--- config.mk ---
export PLATFORM = sky130hd
export DESIGN_NAME = mem_copy_engine
export DESIGN_NICKNAME = d
export VERILOG_FILES = /design/src/rtl/mem_copy_engine.sv
export SDC_FILE = /design/constraint.sdc
export NUM_CORES = 1
export LEC_CHECK = 0
export CAP_MARGIN = 15
export CORE_ASPECT_RATIO = 0.9
export CORE_MARGIN = 2
export CORE_UTILIZATION = 46
export DETAILED_ROUTE_END_ITERATION = 10
export PLACE_DENSITY = 0.87
export REMOVE_ABC_BUFFERS = 1
export SLEW_MARGIN = 40
export SYNTH_ARGS = -nofsm -noshare
export SYNTH_HDL_FRONTEND = slang
export SYNTH_SLANG_ARGS = --single-unit
--- constraint.sdc ---
create_clock -name clk -period 2.2 [get_ports clk]
set_input_delay 0.66 -clock clk [delete_from_list [all_inputs] [get_ports clk]]
set_output_delay 0.66 -clock clk [all_outputs]
set_load 0.05 [all_outputs]
--- src/rtl/mem_copy_engine.sv ---
// ============================================================================
// mem_copy_engine : byte-serial block copy / block fill master for an 8-bit memory
// Rev 1.0
// ============================================================================
`default_nettype none

module mem_copy_engine #(
  parameter int AW = 8,
  parameter int DW = 8
) (
  input  logic          clk,
  input  logic          reset,
  input  logic          start,
  input  logic          mode,
  input  logic [AW-1:0] src_addr,
  input  logic [AW-1:0] dst_addr,
  input  logic [AW-1:0] len,
  input  logic [DW-1:0] fill_val,
  output logic          busy,
  output logic          done,
  output logic [AW-1:0] mem_addr,
  output logic          mem_wr_en,
  output logic [DW-1:0] mem_wdata,
  input  logic [DW-1:0] mem_rdata
);

  localparam logic [AW-1:0] c_ONE = AW'(1);

  typedef enum logic [1:0] {
    S_IDLE  = 2'd0,
    S_READ  = 2'd1,
    S_WRITE = 2'd2,
    S_DONE  = 2'd3
  } state_t;

  state_t        r_state;
  state_t        w_next;
  logic [AW-1:0] r_src;
  logic [AW-1:0] r_dst;
  logic [AW-1:0] r_cnt;
  logic [DW-1:0] r_buf;
  logic [DW-1:0] r_fill;
  logic          r_mode;

  always_ff @(posedge clk or posedge reset) begin
    if (reset) begin
      r_state <= S_IDLE;
      r_src   <= '0;
      r_dst   <= '0;
      r_cnt   <= '0;
      r_buf   <= '0;
      r_fill  <= '0;
      r_mode  <= 1'b0;
    end else begin
      r_state <= w_next;
      case (r_state)
        S_IDLE: begin
          if (start && (len != '0)) begin
            r_src  <= src_addr;
            r_dst  <= dst_addr;
            r_cnt  <= len;
            r_fill <= fill_val;
            r_mode <= mode;
          end
        end
        S_READ: begin
          r_buf <= mem_rdata;
          r_src <= r_src + c_ONE;
        end
        S_WRITE: begin
          r_dst <= r_dst + c_ONE;
          r_cnt <= r_cnt - c_ONE;
        end
        default: ;
      endcase
    end
  end

  // Outputs decode the registered state only, so an async reset clears them at once.
  always_comb begin
    w_next    = r_state;
    busy      = 1'b0;
    done      = 1'b0;
    mem_addr  = '0;
    mem_wr_en = 1'b0;
    mem_wdata = '0;
    case (r_state)
      S_IDLE: begin
        if (start) begin
          if (len == '0) begin
            w_next = S_DONE;
          end else if (mode) begin
            w_next = S_WRITE;
          end else begin
            w_next = S_READ;
          end
        end
      end
      S_READ: begin
        busy     = 1'b1;
        mem_addr = r_src;
        w_next   = S_WRITE;
      end
      S_WRITE: begin
        busy      = 1'b1;
        mem_addr  = r_dst;
        mem_wr_en = 1'b1;
        mem_wdata = r_mode ? r_fill : r_buf;
        if (r_cnt == c_ONE) begin
          w_next = S_DONE;
        end else if (r_mode) begin
          w_next = S_WRITE;
        end else begin
          w_next = S_READ;
        end
      end
      S_DONE: begin
        done   = 1'b1;
        w_next = S_IDLE;
      end
      default: w_next = S_IDLE;
    endcase
  end

endmodule

`default_nettype wire
==> out/results.txt <==
Yosys warning total: 0
Post-synthesis async set-or-reset flop share: 1.00
Worst Hold Class: reg2reg
DRT iter0 DRCs: 362
Peak fanout along the critical path: 9
Register Area: 1080 um^2
Cell Rows: 27
CTS H-Tree Depth: 2
Area delta synth->final: 53.7%
GRT overflow: 0
Ports: 63
Min Tclk post-route: 2.32 ns
TritonCTS buffer count: 5
Overall routing resource usage: 0.269
Arr. time, crit path: 1.66 ns
Syn_area_per_cell: 8.79 um^2
Clock buffer depth: 2
Fillers: 402
First-pass GRT wire length: 14,500 um
CTS tree: done
Initial Util: 0.470
Post-route setup slack: -0.120 ns
Routed wire per std cell: 18.6 um
Finished Cell Area: 4370 um^2
Max Slew Vio Count: 0
RSZ-0062 raised after global routing: true
Peak Freq: 0.431 GHz
Power per cell area: 1630 nW/um^2
Area of the multi-input gates: 1770 um^2
Final Hold Fails: 0
WL final: 9150 um
EDFF count, synth: 0
Worst setup EP type: primary output
Pin count of the biggest net entering global routing: 44
Critical Path Start Type: register
Placed cell count: 473
Horiz. Die Dim: 86.8 um
Vias: 3,118
Critical path class: reg2out
Distinct cell type count after synthesis: 57
Mapped Area: 2840 um^2
Status: finished with violations
Clock sinks: 43
Seq cells post-synth: 43
Share of cells above drive strength 1: 0.298
Placed cell area: 3950 um^2
Lkg Pwr: 1.87 nW
Post-synthesis sequential area ratio: 0.379
Clk Latency, worst-skew pair: 0.31 ns
Detailed Routing Iterations Pass 1: 5
Max VDD drop: 0.00119 V
Relative slew slack: 0.675
Worst slew pin tran: 0.488 ns
Post-DP HPWL: 5720 um
Core area: 6050 um^2
Failing checks: setup timing
Max-cap violations: 0
Root Buffer: clkbuf_8
Vias in the first global route: 2,973
Layout Skew: 0.0123 ns
# setup viols final: 16
Data required time at the worst endpoint: 1.54 ns
Most used DFF post-synth: dfrtp_1
DRC errors left: 0
Cell count after synthesis: 323
Die H: 78.5 um
# port buffers: 62
Most frequent cells in the layout: 43 x dfrtp_1, 41 x nand2_1, 36 x clkdlybuf4s50_1
DRT antenna net count: 0
ANT cells: 0
Die ar.: 6820 um^2
Nets: 471
Most common library cell in the layout ignoring fill and taps: dfrtp_1
Clock slew at reported path FFs: 0.10 ns
Final Cycle Share: 1.05
Post-DR vias/cell: 6.34
Final std cells w/o fill: 492
Routability cong.: 0.865
Initial antenna violation count: 0
## power breakdown
group | switching [mW] | leakage [nW] | internal (mW)
clock network | 0.320 | 0.0491 | 0.234
logic | 2.50 | 1.32 | 2.38
registers | 0.475 | 0.507 | 1.19
## path summary, 6_finish.rpt
path / start / endpoint / slack, ns / cells after the start
worst max-delay path: r_state[1] / mem_wdata[4] / -0.12 / 5
worst min-delay path: r_fill[2] / r_fill[2] / 0.49 / 2
worst max register to register: r_state[1] / r_cnt[0] / 0.08 / 8
worst min register to register: r_fill[2] / r_fill[2] / 0.49 / 2
max in group asynchronous: reset / r_cnt[6] / 1.28 / 3
min in group asynchronous: reset / r_fill[0] / 0.70 / 3
## flip-flops by register name, summed over array words and instances (netlist names)
register / count
r_mode: 1
r_dst: 8
r_state: 2
r_src: 8
r_fill: 8
r_cnt: 8
r_buf: 8
## layer usage
metal / up-vias / global-route usage / wire length (um)
li1: 1390 / - / -
met1: 1487 / 0.339 / 3480
met2: 203 / 0.449 / 4650
met3: 38 / 0.0568 / 753
met4: 0 / 0.100 / 272
met5: - / 0 / 0
## timing repair
action / in CTS / in global routing
cloned: 2 / 2
pin swaps: 4 / 7
hold buffers: 0 / 0
setup buffers: 6 / 1
endpoints found under the setup margin: 37 / 35
gates resized for setup: 48 / 16
## synthesized netlist by cell type, types with 4 or more instances
cell | instances | area (um^2)
a21boi_0 | 5 | 37.5
mux2_2 | 9 | 101
clkbuf_1 | 12 | 45.0
or3_1 | 4 | 25.0
dfrtp_1 | 43 | 1080
a2bb2oi_1 | 5 | 43.8
nand2_1 | 45 | 169
inv_1 | 10 | 37.5
a21oi_1 | 7 | 35.0
nor4_1 | 4 | 25.0
nor3_1 | 8 | 40.0
o21ai_0 | 16 | 80.1
o22a_1 | 5 | 43.8
buf_2 | 4 | 20.0
nand3b_1 | 4 | 30.0
a22oi_1 | 8 | 60.1
a31oi_1 | 4 | 25.0
nand3_1 | 13 | 65.1
nand4_1 | 4 | 25.0
nor2_1 | 28 | 105
ha_1 | 8 | 100
mux2i_1 | 16 | 160
o211ai_1 | 7 | 52.6
o22ai_1 | 4 | 25.0
## stage by stage
step | hold WS, ns | util | TNS, ns | power (mW) | setup slack (ns)
6_report | 0.489 | 0.722 | -1.38 | 7.10 | -0.120
5_1_grt | 0.519 | 0.722 | -2.35 | 7.47 | -0.173
4_1_cts | 0.495 | 0.707 | -0.714 | 6.81 | -0.0667
3_5_place_dp | 0.472 | 0.653 | -11.95 | 5.82 | -0.491
3_3_place_gp | 0.460 | 0.653 | -11.21 | 5.67 | -0.471
2_1_floorplan | 0.445 | - | -48.65 | 3.99 | -1.63
## critical path, cell delays in order (launching register included)
cell,delay (ns)
dfrtp_1,0.43
buf_6,0.12
ha_4,0.17
clkinv_2,0.21
nor2_2,0.24
buf_12,0.16
## layout make-up
cell class | count | area share
inverter | 11 | 0.00974
clock inverter | 3 | 0.00602
timing repair buffer | 111 | 0.296
multi-input combinational | 247 | 0.405
clock buffer | 5 | 0.0158
tap | 72 | 0.0206
sequential | 43 | 0.246
## cell families after synthesis
group,after synthesis,synth area share
and+or+nand+nor,128,0.215
DFF,43,0.379
muxes,25,0.0921
buffers and inverters,33,0.0520
adders and majority gates,8,0.0352
AOI/OAI and AO/OA,86,0.226
No activity file was read; power rests on OpenSTA's default activity.
